`src/rtl/iob_axi_master_bridge_if.sv`:
```
// AXI4 bus between a single-beat master bridge and its slave.
// Carries the write address, write data, write response, read address and read data channels.
interface iob_axi_master_bridge_if #(
  parameter int ADDR_WIDTH = 16,
  parameter int DATA_WIDTH = 32,
  parameter int ID_WIDTH   = 8
);
  localparam int STRB_WIDTH = DATA_WIDTH / 8;

  logic [ID_WIDTH-1:0]   awid;
  logic [ADDR_WIDTH-1:0] awaddr;
  logic [7:0]            awlen;
  logic [2:0]            awsize;
  logic [1:0]            awburst;
  logic                  awlock;
  logic [3:0]            awcache;
  logic [2:0]            awprot;
  logic                  awvalid;
  logic                  awready;

  logic [DATA_WIDTH-1:0] wdata;
  logic [STRB_WIDTH-1:0] wstrb;
  logic                  wlast;
  logic                  wvalid;
  logic                  wready;

  logic [ID_WIDTH-1:0]   bid;
  logic [1:0]            bresp;
  logic                  bvalid;
  logic                  bready;

  logic [ID_WIDTH-1:0]   arid;
  logic [ADDR_WIDTH-1:0] araddr;
  logic [7:0]            arlen;
  logic [2:0]            arsize;
  logic [1:0]            arburst;
  logic                  arlock;
  logic [3:0]            arcache;
  logic [2:0]            arprot;
  logic                  arvalid;
  logic                  arready;

  logic [ID_WIDTH-1:0]   rid;
  logic [DATA_WIDTH-1:0] rdata;
  logic [1:0]            rresp;
  logic                  rlast;
  logic                  rvalid;
  logic                  rready;

  modport master (
    output awid, awaddr, awlen, awsize, awburst, awlock, awcache, awprot, awvalid,
    input  awready,
    output wdata, wstrb, wlast, wvalid,
    input  wready,
    input  bid, bresp, bvalid,
    output bready,
    output arid, araddr, arlen, arsize, arburst, arlock, arcache, arprot, arvalid,
    input  arready,
    input  rid, rdata, rresp, rlast, rvalid,
    output rready
  );

  modport slave (
    input  awid, awaddr, awlen, awsize, awburst, awlock, awcache, awprot, awvalid,
    output awready,
    input  wdata, wstrb, wlast, wvalid,
    output wready,
    output bid, bresp, bvalid,
    input  bready,
    input  arid, araddr, arlen, arsize, arburst, arlock, arcache, arprot, arvalid,
    output arready,
    output rid, rdata, rresp, rlast, rvalid,
    input  rready
  );
endinterface

```
`src/rtl/iob_axi_master_bridge.sv`:
```
// Native single-word request -> AXI4 single-beat master, one transaction outstanding.
// Zero-wait slave: accept at cycle 0, ready pulse at cycle 3; AXI stalls hold the FSM indefinitely.
module iob_axi_master_bridge #(
  parameter int ADDR_WIDTH = 16,
  parameter int DATA_WIDTH = 32,
  parameter int STRB_WIDTH = DATA_WIDTH / 8,
  parameter int ID_WIDTH   = 8,
  parameter int AXI_ID     = 0
) (
  input  logic                  clk,
  input  logic                  rst,
  input  logic                  valid,
  input  logic [ADDR_WIDTH-1:0] addr,
  input  logic [DATA_WIDTH-1:0] wdata,
  input  logic [STRB_WIDTH-1:0] wstrb,
  output logic [DATA_WIDTH-1:0] rdata,
  output logic                  ready,
  output logic                  error,
  output logic                  busy,
  iob_axi_master_bridge_if.master m_axi
);

  localparam logic [ID_WIDTH-1:0] ID_C   = ID_WIDTH'(AXI_ID);
  localparam logic [2:0]          SIZE_C = 3'($clog2(STRB_WIDTH));

  typedef enum logic [2:0] {IDLE, WRITE, WRESP, RADDR, RDATA} state_t;

  state_t                state, state_nxt;
  logic [ADDR_WIDTH-1:0] addr_q;
  logic [DATA_WIDTH-1:0] wdata_q;
  logic [STRB_WIDTH-1:0] wstrb_q;
  logic                  aw_done, w_done;
  logic                  awvalid_c, wvalid_c, bready_c, arvalid_c, rready_c;
  logic                  accept, aw_hs, w_hs, b_hs, ar_hs, r_hs;

  // ready gates acceptance so a request held across its completion is not taken twice
  assign accept = (state == IDLE) && valid && !ready;
  assign aw_hs  = awvalid_c && m_axi.awready;
  assign w_hs   = wvalid_c  && m_axi.wready;
  assign b_hs   = bready_c  && m_axi.bvalid;
  assign ar_hs  = arvalid_c && m_axi.arready;
  assign r_hs   = rready_c  && m_axi.rvalid;

  always_ff @(posedge clk or posedge rst) begin
    if (rst) state <= IDLE;
    else     state <= state_nxt;
  end

  always_comb begin
    state_nxt = state;
    case (state)
      IDLE:  if (accept) state_nxt = (wstrb != '0) ? WRITE : RADDR;
      WRITE: if ((aw_done || aw_hs) && (w_done || w_hs)) state_nxt = WRESP;
      WRESP: if (b_hs) state_nxt = IDLE;
      RADDR: if (ar_hs) state_nxt = RDATA;
      RDATA: if (r_hs) state_nxt = IDLE;
      default: state_nxt = IDLE;
    endcase
  end

  // Channel strobes decode only flops, so no AXI input reaches an AXI output combinationally
  always_comb begin
    awvalid_c = 1'b0;
    wvalid_c  = 1'b0;
    bready_c  = 1'b0;
    arvalid_c = 1'b0;
    rready_c  = 1'b0;
    case (state)
      WRITE: begin
        awvalid_c = !aw_done;
        wvalid_c  = !w_done;
      end
      WRESP:   bready_c  = 1'b1;
      RADDR:   arvalid_c = 1'b1;
      RDATA:   rready_c  = 1'b1;
      default: ;
    endcase
  end

  always_ff @(posedge clk or posedge rst) begin
    if (rst) begin
      addr_q  <= '0;
      wdata_q <= '0;
      wstrb_q <= '0;
      aw_done <= 1'b0;
      w_done  <= 1'b0;
      ready   <= 1'b0;
      error   <= 1'b0;
      rdata   <= '0;
    end else begin
      ready <= 1'b0;
      error <= 1'b0;
      if (accept) begin
        addr_q  <= addr;
        wdata_q <= wdata;
        wstrb_q <= wstrb;
        aw_done <= 1'b0;
        w_done  <= 1'b0;
      end else if (state == WRITE) begin
        aw_done <= aw_done || aw_hs;
        w_done  <= w_done  || w_hs;
      end
      if (b_hs) begin
        ready <= 1'b1;
        error <= (m_axi.bresp != 2'b00) || (m_axi.bid != ID_C);
      end
      if (r_hs) begin
        ready <= 1'b1;
        error <= (m_axi.rresp != 2'b00) || !m_axi.rlast || (m_axi.rid != ID_C);
        rdata <= m_axi.rdata;
      end
    end
  end

  assign busy = (state != IDLE);

  assign m_axi.awid    = ID_C;
  assign m_axi.awaddr  = addr_q;
  assign m_axi.awlen   = 8'd0;
  assign m_axi.awsize  = SIZE_C;
  assign m_axi.awburst = 2'b01;
  assign m_axi.awlock  = 1'b0;
  assign m_axi.awcache = 4'b0011;
  assign m_axi.awprot  = 3'b000;
  assign m_axi.awvalid = awvalid_c;

  assign m_axi.wdata   = wdata_q;
  assign m_axi.wstrb   = wstrb_q;
  assign m_axi.wlast   = 1'b1;
  assign m_axi.wvalid  = wvalid_c;

  assign m_axi.bready  = bready_c;

  assign m_axi.arid    = ID_C;
  assign m_axi.araddr  = addr_q;
  assign m_axi.arlen   = 8'd0;
  assign m_axi.arsize  = SIZE_C;
  assign m_axi.arburst = 2'b01;
  assign m_axi.arlock  = 1'b0;
  assign m_axi.arcache = 4'b0011;
  assign m_axi.arprot  = 3'b000;
  assign m_axi.arvalid = arvalid_c;

  assign m_axi.rready  = rready_c;

endmodule

```
`src/flat_wrapper.sv`:
```
// flat-port wrapper written by rule: the top's interface ports become plain ports
module iob_axi_master_bridge_flat 
#(
  parameter int ADDR_WIDTH = 16,
  parameter int DATA_WIDTH = 32,
  parameter int STRB_WIDTH = DATA_WIDTH / 8,
  parameter int ID_WIDTH   = 8,
  parameter int AXI_ID     = 0
)
  (clk, rst, valid, addr, wdata, wstrb, rdata, ready, error, busy, m_axi_awid, m_axi_awaddr, m_axi_awlen, m_axi_awsize, m_axi_awburst, m_axi_awlock, m_axi_awcache, m_axi_awprot, m_axi_awvalid, m_axi_awready, m_axi_wdata, m_axi_wstrb, m_axi_wlast, m_axi_wvalid, m_axi_wready, m_axi_bid, m_axi_bresp, m_axi_bvalid, m_axi_bready, m_axi_arid, m_axi_araddr, m_axi_arlen, m_axi_arsize, m_axi_arburst, m_axi_arlock, m_axi_arcache, m_axi_arprot, m_axi_arvalid, m_axi_arready, m_axi_rid, m_axi_rdata, m_axi_rresp, m_axi_rlast, m_axi_rvalid, m_axi_rready);
  iob_axi_master_bridge_if #(.ADDR_WIDTH(ADDR_WIDTH), .DATA_WIDTH(DATA_WIDTH), .ID_WIDTH(ID_WIDTH)) m_axi_i ();
  input  logic clk;
  input  logic rst;
  input  logic valid;
  input  logic [ADDR_WIDTH-1:0] addr;
  input  logic [DATA_WIDTH-1:0] wdata;
  input  logic [STRB_WIDTH-1:0] wstrb;
  output logic [DATA_WIDTH-1:0] rdata;
  output logic ready;
  output logic error;
  output logic busy;
  output wire logic [$bits(m_axi_i.awid)-1:0] m_axi_awid;
  output wire logic [$bits(m_axi_i.awaddr)-1:0] m_axi_awaddr;
  output wire logic [$bits(m_axi_i.awlen)-1:0] m_axi_awlen;
  output wire logic [$bits(m_axi_i.awsize)-1:0] m_axi_awsize;
  output wire logic [$bits(m_axi_i.awburst)-1:0] m_axi_awburst;
  output wire logic [$bits(m_axi_i.awlock)-1:0] m_axi_awlock;
  output wire logic [$bits(m_axi_i.awcache)-1:0] m_axi_awcache;
  output wire logic [$bits(m_axi_i.awprot)-1:0] m_axi_awprot;
  output wire logic [$bits(m_axi_i.awvalid)-1:0] m_axi_awvalid;
  input wire logic [$bits(m_axi_i.awready)-1:0] m_axi_awready;
  output wire logic [$bits(m_axi_i.wdata)-1:0] m_axi_wdata;
  output wire logic [$bits(m_axi_i.wstrb)-1:0] m_axi_wstrb;
  output wire logic [$bits(m_axi_i.wlast)-1:0] m_axi_wlast;
  output wire logic [$bits(m_axi_i.wvalid)-1:0] m_axi_wvalid;
  input wire logic [$bits(m_axi_i.wready)-1:0] m_axi_wready;
  input wire logic [$bits(m_axi_i.bid)-1:0] m_axi_bid;
  input wire logic [$bits(m_axi_i.bresp)-1:0] m_axi_bresp;
  input wire logic [$bits(m_axi_i.bvalid)-1:0] m_axi_bvalid;
  output wire logic [$bits(m_axi_i.bready)-1:0] m_axi_bready;
  output wire logic [$bits(m_axi_i.arid)-1:0] m_axi_arid;
  output wire logic [$bits(m_axi_i.araddr)-1:0] m_axi_araddr;
  output wire logic [$bits(m_axi_i.arlen)-1:0] m_axi_arlen;
  output wire logic [$bits(m_axi_i.arsize)-1:0] m_axi_arsize;
  output wire logic [$bits(m_axi_i.arburst)-1:0] m_axi_arburst;
  output wire logic [$bits(m_axi_i.arlock)-1:0] m_axi_arlock;
  output wire logic [$bits(m_axi_i.arcache)-1:0] m_axi_arcache;
  output wire logic [$bits(m_axi_i.arprot)-1:0] m_axi_arprot;
  output wire logic [$bits(m_axi_i.arvalid)-1:0] m_axi_arvalid;
  input wire logic [$bits(m_axi_i.arready)-1:0] m_axi_arready;
  input wire logic [$bits(m_axi_i.rid)-1:0] m_axi_rid;
  input wire logic [$bits(m_axi_i.rdata)-1:0] m_axi_rdata;
  input wire logic [$bits(m_axi_i.rresp)-1:0] m_axi_rresp;
  input wire logic [$bits(m_axi_i.rlast)-1:0] m_axi_rlast;
  input wire logic [$bits(m_axi_i.rvalid)-1:0] m_axi_rvalid;
  output wire logic [$bits(m_axi_i.rready)-1:0] m_axi_rready;
  assign m_axi_awid = m_axi_i.awid;
  assign m_axi_awaddr = m_axi_i.awaddr;
  assign m_axi_awlen = m_axi_i.awlen;
  assign m_axi_awsize = m_axi_i.awsize;
  assign m_axi_awburst = m_axi_i.awburst;
  assign m_axi_awlock = m_axi_i.awlock;
  assign m_axi_awcache = m_axi_i.awcache;
  assign m_axi_awprot = m_axi_i.awprot;
  assign m_axi_awvalid = m_axi_i.awvalid;
  assign m_axi_i.awready = m_axi_awready;
  assign m_axi_wdata = m_axi_i.wdata;
  assign m_axi_wstrb = m_axi_i.wstrb;
  assign m_axi_wlast = m_axi_i.wlast;
  assign m_axi_wvalid = m_axi_i.wvalid;
  assign m_axi_i.wready = m_axi_wready;
  assign m_axi_i.bid = m_axi_bid;
  assign m_axi_i.bresp = m_axi_bresp;
  assign m_axi_i.bvalid = m_axi_bvalid;
  assign m_axi_bready = m_axi_i.bready;
  assign m_axi_arid = m_axi_i.arid;
  assign m_axi_araddr = m_axi_i.araddr;
  assign m_axi_arlen = m_axi_i.arlen;
  assign m_axi_arsize = m_axi_i.arsize;
  assign m_axi_arburst = m_axi_i.arburst;
  assign m_axi_arlock = m_axi_i.arlock;
  assign m_axi_arcache = m_axi_i.arcache;
  assign m_axi_arprot = m_axi_i.arprot;
  assign m_axi_arvalid = m_axi_i.arvalid;
  assign m_axi_i.arready = m_axi_arready;
  assign m_axi_i.rid = m_axi_rid;
  assign m_axi_i.rdata = m_axi_rdata;
  assign m_axi_i.rresp = m_axi_rresp;
  assign m_axi_i.rlast = m_axi_rlast;
  assign m_axi_i.rvalid = m_axi_rvalid;
  assign m_axi_rready = m_axi_i.rready;
  iob_axi_master_bridge #(.ADDR_WIDTH(ADDR_WIDTH), .DATA_WIDTH(DATA_WIDTH), .STRB_WIDTH(STRB_WIDTH), .ID_WIDTH(ID_WIDTH), .AXI_ID(AXI_ID)) u_core (.clk(clk), .rst(rst), .valid(valid), .addr(addr), .wdata(wdata), .wstrb(wstrb), .rdata(rdata), .ready(ready), .error(error), .busy(busy), .m_axi(m_axi_i));
endmodule
```
`config.mk`:
```
export PLATFORM = sky130hd
export DESIGN_NAME = iob_axi_master_bridge_flat
export DESIGN_NICKNAME = d
export VERILOG_FILES = /design/src/rtl/iob_axi_master_bridge_if.sv /design/src/rtl/iob_axi_master_bridge.sv /design/src/flat_wrapper.sv
export SDC_FILE = /design/constraint.sdc
export NUM_CORES = 1
export LEC_CHECK = 0
export CAP_MARGIN = 40
export CORE_MARGIN = 2
export CORE_UTILIZATION = 30
export DETAILED_ROUTE_END_ITERATION = 12
export PLACE_DENSITY_LB_ADDON = 0.05
export SLEW_MARGIN = 25
export SYNTH_ARGS = -nofsm -noshare
export SYNTH_HDL_FRONTEND = slang
export SYNTH_SLANG_ARGS = --single-unit
```
`constraint.sdc`:
```
create_clock -name clk -period 4 [get_ports clk]
set_clock_uncertainty 0.1 [all_clocks]
set_input_delay 0.8 -clock clk [delete_from_list [all_inputs] [get_ports clk]]
set_output_delay 0.8 -clock clk [all_outputs]
set_load 0.01 [all_outputs]
```
-- After elaboration in Yosys (flattened, before gate mapping)
Index checks and enable logic that the tools add are counted.
- equal/unequal tests: 9
- muxes and demuxes: 20
- reduce and logical (&&, ||, !) cells: 26
- operators by type and width (operator ; number):
    $reduce_bool A8 Y1 ; 2
    $mux W3 ; 5
    $pmux W3 S5 ; 1
    $mux W1 ; 13
    $ne A2 B1 Y1 const B ; 5
    $logic_and A1 B1 Y1 ; 8
    $eq A3 B2 Y1 const B ; 2
    $reduce_bool A2 Y1 ; 3
    $logic_or A1 B1 Y1 ; 5
    $reduce_and A5 Y1 ; 1
    $logic_not A1 Y1 ; 4
    $reduce_bool A4 Y1 ; 1
    $eq A3 B1 Y1 const B ; 1
    $eq A3 B3 Y1 const B ; 1
    $logic_not A3 Y1 ; 1
    $reduce_bool A3 Y1 ; 1
    $mux W2 ; 1
- bits in registers: 91
- input bits: 113
- output and inout port bits: 167

-- Longest topological paths before layout
Gate-level depths: netlist of the first run.
- depth in word-level cells: 7
- mapped depth: 7
- depth with buffers taken out: 4

-- Worst setup path after synthesis of the first run
No wires, ideal clock.
- kind: register -> output
- start point: register u_core.state[1]
- end point: output port m_axi_rready
- arrival time: 1008 ps
- required time: 3100 ps
- path slack: 2092 ps
- stages on the path, launching flop included: 4
- path buffers: 1
- cell sequence: dfrtp_1 -> or3b_1 -> buf_2 -> inv_1
- word-level cells in the longest chain between the ends: 2
- RTL lines (element ; RTL line ; RTL):
    from (decl) ; iob_axi_master_bridge.sv:28 ; state_t state, state_nxt;
    from (signal assigned) ; iob_axi_master_bridge.sv:46 ; else state <= state_nxt;
    $eq A3 B3 Y1 ; iob_axi_master_bridge.sv:68 ; case (state)
    $mux W1 ; iob_axi_master_bridge.sv:68 ;
    to (decl) ; flat_wrapper.sv:56 ; output wire logic [$bits(m_axi_i.rready)-1:0] m_axi_rready;
Every way passes these cells.

-- Worst setup path after layout of the first run
Ends and elaborated chain as after synthesis.

==> results of run 1 <==
-- worst reg2reg max path: stages, from the launching register on --
cell     delay, ps
dfrtp_1        440
or3_1          490
nor2_4         540
buf_4          430
nand2_1        110
nand2_1         70
-- kinds of logic after synthesis --
group | count (synthesis) | synth area share
other | 2 | 0.001791
AND/OR/NAND/NOR | 182 | 0.1787
buffers and inverters | 97 | 0.1721
multiplexers | 33 | 0.08860
AO/OA/AOI/OAI | 10 | 0.01581
flip-flops | 91 | 0.5430
-- per-stage QoR --
stage	area (sq um)	utilization	instances	worst slack (ps)
3_3_place_gp	6161	0.4473	784	1212
4_1_cts	6509	0.4726	801	1169
6_report	6536	0.4746	802	1198
3_5_place_dp	6201	0.4502	786	1290
2_1_floorplan	4408	-	472	736.4
5_1_grt	6536	0.4746	802	1072
-- area by class of cell --
cell class / instances / share of cell area
Inverter: 6 / 0.003828
Clock buffer: 10 / 0.03503
Timing Repair Buffer: 226 / 0.3507
Sequential cell: 91 / 0.3484
Multi-Input combinational cell: 284 / 0.2155
Tap cell: 180 / 0.03446
Clock inverter: 5 / 0.01206
-- report_power, final --
part | total, mW | switching, mW | internal (mW)
Combinational | 2.22 | 0.958 | 1.26
Clock | 0.888 | 0.345 | 0.543
Sequential | 1.61 | 0.251 | 1.36
-- cells in the final DEF, fill, tap and decap left out, types with 2 or more instances in the layout --
master and count:
conb_1 59, mux2_2 19, or3_1 2, clkbuf_16 9, clkdlybuf4s50_1 220, nor2_4 2, inv_1 5, clkinv_2 2
nor2_1 5, o22ai_1 2, buf_12 2, nand2_1 158, o21ai_0 2, buf_4 3, nor3b_1 2, nand2b_1 2
nor4_1 3, bufinv_16 2, a21oi_1 2, mux2_1 14, dfrtp_1 91, or4_1 2
-- layer usage --
metal  GRT usage  part of all wire  up-vias
met5           0                 0        -
li1            -                 -     1580
met4     0.06394             0.020        0
met1      0.1652              0.38     1524
met2      0.2490              0.52      152
met3     0.03346             0.085       14
-- path summary, 6_finish.rpt --
kind / from / to / slack [ps] / cells past startpoint
max: u_core.state[1] / m_axi_rready / 1200 / 3
min: u_core.m_axi.wstrb[0] / u_core.m_axi.wstrb[0] / 370 / 2
max reg2reg: u_core.state[1] / u_core.m_axi.wdata[11] / 1740 / 5
min reg2reg: u_core.m_axi.wstrb[0] / u_core.m_axi.wstrb[0] / 370 / 2
max in group asynchronous: rst / u_core.m_axi.wdata[15] / 2450 / 4
min in group asynchronous: rst / u_core.rdata[2] / 590 / 2
-- flip-flops by register name (all words and copies together) (netlist names) --
register and count:
u_core.aw_done 1, u_core.m_axi.wstrb 4, u_core.error 1, u_core.m_axi.araddr 16, u_core.m_axi.wdata 32, u_core.rdata 32
u_core.ready 1, u_core.state 3, u_core.w_done 1
==> reports/qor.yml, run 1 <==
status:
  status: "finished, final reports clean"
worst_setup_path:
  critPathMaxFanout: 8
  crit_path_cell_trace: "or3b_1 -> inv_1 -> clkdlybuf4s50_1"
  setup.worst_path.end_class: "primary output"
  start_kind: "flop"
  max_stage_delay_ps: 540
  critPathKind: "reg -> out"
  cp_top_family: "buffers and inverters"
  crit_arrival_ps: 1900
  critical_path_buf_inv_count: 2
  worstPathRequired_ps: 3100
  crit_path_top_delay_cell: "clkdlybuf4s50_1"
clocking:
  clkSinkCount: 91
  post_cts_buffers: 0
  clockBufferDepth: 2
  root_buffer: "clkbuf_16"
  cts_hold_buf: 0
  clk_latency_ps: 340
  cts_buffers: 9
  cts_tree: "built"
  ctsHtreeMaxLevel: 3
  cts_resized: 0
  clk_pin_slew_ps: 60
final_layout:
  fillers: 1326
  multiInputGateArea_sq_um: 1409
  nets: 731
  seqCellArea_sq_um: 2277
  synthToLayoutAreaGrowth_pct: 55.85
  layout-drive-gt1-share: 0.06913
  diodes: 0
global_routing:
  grt_pass1_vias: 3177
  antenna_found_initial: 0
  grt_pass1_wl_mm: 16.33
  grt-ovfl-total: 0
  track_usage: 0.1423
  grt_max_degree: 58
power_and_ir_drop:
  total_power_mw: 4.713
  ir_drop_uv: 322.8
  power_leakage_nw: 3.051
  powerDensity_nw_per_um2: 721.1
timing:
  finalHoldViolCount: 0
  drv_slew: 0
  layout_min_cycle_time_ps: 2803
  post-route-period-util: 0.7006
  hold_slack_ps: 372.1
  worst_pin_slew_ps: 617.0
  rsz0062_at_grt: "no"
  tns_ps: 0
  finalSetupViolCount: 0
  timing.fmax_ghz: 0.3568
  relSlewSlack: 0.5877
logic_synthesis:
  yosys-top-cells-area: "dfrtp_1 (54%), nand2_1 (14%), buf_4 (13%)"
  syn_area_sq_um: 4194
  synth-async-reset-ratio: 1.000
  ys_seq_elements: 91
  synthTopCellsByCount: "nand2_1 (158), dfrtp_1 (91), buf_4 (75)"
  yosys.area.top_type_share: 0.5430
  ys_seq_area_frac: 0.5430
  yosys_warnings: 0
  synth_ff_type: "dfrtp_1"
  synth_cell_types: 29
  yosys.area.top_type: "dfrtp_1"
  yosysMostFrequentCell: "nand2_1"
  postSynthAreaPerCell_sq_um: 10.11
  synth-edff-count: 0
  syn_inst: 415
die:
  rows: 43
  fp.dieArea_sq_um: 14940
  io_pins: 280
  die_w_microns: 122.2
  start_util: 0.3045
  chipHeight_microns: 122.2
  coreArea_sq_um: 13770
min_path:
  hold_class: "reg -> reg"
route:
  drtPass1Iterations: 6
  drtIter0Drc: 80
  wirelength_mm: 10.68
  drtAntennaViolNets: 0
  viasPerCell: 4.077
  drt-wirelength-per-cell_microns: 13.32
  vias: 3270
  drc: 0
placement:
  place_congestion: 0.7294
  post-dp-hpwl_mm: 8.139
  port-buffer-count: 220
run:
  cap_violations: 0
Power figures use the tool's default switching activity.
==> inputs of run 2 (changes only) <==
==> constraint.sdc (replaced) <==
create_clock -name clk -period 2.35 [get_ports clk]
set_clock_uncertainty 0.1 [all_clocks]
set_input_delay 0.47 -clock clk [delete_from_list [all_inputs] [get_ports clk]]
set_output_delay 0.47 -clock clk [all_outputs]
set_load 0.01 [all_outputs]
==> reports/qor.yml, run 2 (same netlist as run 1, synthesis figures left out) <==
global_routing:
  grt-ovfl-total: 0
  grt_pass1_vias: 3342
  track_usage: 0.1440
  grt_max_degree: 50
  grt_pass1_wl_mm: 16.36
  antenna_found_initial: 0
final_layout:
  multiInputGateArea_sq_um: 1409
  diodes: 0
  most-common-layout-cells: "clkdlybuf4s50_1 (216), nand2_1 (158), dfrtp_1 (90)"
  layout-drive-gt1-share: 0.07348
  synthToLayoutAreaGrowth_pct: 56.09
  fillers: 1316
  fin_util: 0.4753
  nets: 735
  seqCellArea_sq_um: 2278
  final_common_cell: "clkdlybuf4s50_1"
clocking:
  clockBufferDepth: 2
  clk_pin_slew_ps: 60
  cts_tree: "built"
  cts_buffers: 9
  root_buffer: "clkbuf_16"
  ctsHtreeMaxLevel: 3
  clk_latency_ps: 330
  clkSinkCount: 91
power_and_ir_drop:
  ir_drop_uv: 534.7
  powerDensity_nw_per_um2: 1230
  power_leakage_nw: 3.065
timing:
  rsz0062_at_grt: "no"
  post-route-period-util: 0.9462
  layout_min_cycle_time_ps: 2224
  drv_slew: 0
  timing.fmax_ghz: 0.4497
  worst_pin_slew_ps: 538.3
  tns_ps: 0
  relSlewSlack: 0.6411
  finalSetupViolCount: 0
  finalHoldViolCount: 0
die:
  die_w_microns: 122.2
  rows: 43
  io_pins: 280
  coreArea_sq_um: 13770
  fp.dieArea_sq_um: 14940
  start_util: 0.3045
  chipHeight_microns: 122.2
min_path:
  hold_class: "reg -> reg"
  min_path_cells: 2
  hp-start: "u_core.m_axi.wdata[22]"
  worstHoldEndpoint: "u_core.m_axi.wdata[22]"
placement:
  port-buffer-count: 220
  post-dp-hpwl_mm: 8.185
  place_congestion: 0.7671
route:
  vias: 3352
  drtPass1Iterations: 4
  drtIter0Drc: 79
  drc: 0
  drtAntennaViolNets: 0
  wirelength_mm: 10.90
  drt-wirelength-per-cell_microns: 13.52
  viasPerCell: 4.159
run:
  cap_violations: 0
worst_setup_path:
  worstPathRequired_ps: 1780
  r2r_start: "u_core.state[2]"
  reg2reg_setup_slack_ps: 410
  setup.worst_path.end_class: "primary output"
  r2r_end: "u_core.state[1]"
  rr_worst_depth: 5
  critPathMaxFanout: 7
  crit_arrival_ps: 1650
  start_kind: "flop"
  critPathKind: "reg -> out"
status:
  status: "finished, final reports clean"
run 2: changes by cell type in the layout (fill, tap and decap cells not counted), moves of 2 or more:
cell             before  now
buf_4                 3    8
clkbuf_1              1    3
clkdlybuf4s50_1     220  216
clkinv_2              2    0
dlygate4sd2_1         0    4
run 2: report_power, final:
group / switching [mW] / total (mW) / internal (mW)
Sequential: 0.429 / 2.74 / 2.31
Combinational: 1.64 / 3.78 / 2.14
Clock: 0.568 / 1.52 / 0.957
run 2: worst max-delay path by stage:
stage | startpoint | to | slack, ps | cells past startpoint
2_1_floorplan | u_core.state[1] | u_core.rdata[10] | 560 | 5
3_3_place_gp | u_core.state[0] | m_axi_awvalid | 290 | 4
3_5_place_dp | u_core.state[0] | m_axi_awvalid | 270 | 4
4_1_cts | u_core.state[2] | m_axi_bready | 100 | 2
5_1_grt | u_core.state[2] | m_axi_bready | 50 | 2
6_report | u_core.state[2] | m_axi_arvalid | 130 | 3
run 2: layout make-up:
class | instances | share of cell area
Timing Repair Buffer | 230 | 0.3509
Multi-Input combinational cell | 284 | 0.2152
Tap cell | 180 | 0.03440
Clock buffer | 13 | 0.03823
Sequential cell | 91 | 0.3481
Clock inverter | 2 | 0.009174
Inverter | 6 | 0.004014
run 2: worst max-delay path, stage by stage, from the launching register on:
cell	delay (ps)
dfrtp_1	450
nand3b_1	250
inv_1	80
clkdlybuf4s50_1	540
run 2: metrics by stage:
stage	area [sq um]	total power, mW	hold WS (ps)	std cells	setup WS, ps
2_1_floorplan	4412	4.637	385.0	472	561.6
3_3_place_gp	6232	6.569	357.0	790	292.8
3_5_place_dp	6232	6.629	360.7	790	268.0
4_1_cts	6546	8.203	377.2	806	96.92
5_1_grt	6546	8.632	396.0	806	47.65
6_report	6546	8.049	372.5	806	126.3
run 2: what timing repair did:
item | 4_1_cts | 5_1_grt
endpoints found under the setup margin | 4 | 0
hold buffers | 0 | 0
resized for setup | 5 | 0
setup buffers | 1 | 0
run 2: routing by layer:
metal | GRT usage | share of wire | vias to the layer above
met1 | 0.1576 | 0.37 | 1595
met3 | 0.03578 | 0.077 | 16
met4 | 0.07399 | 0.024 | 0
li1 | - | - | 1587
met5 | 0 | 0 | -
met2 | 0.2573 | 0.53 | 154
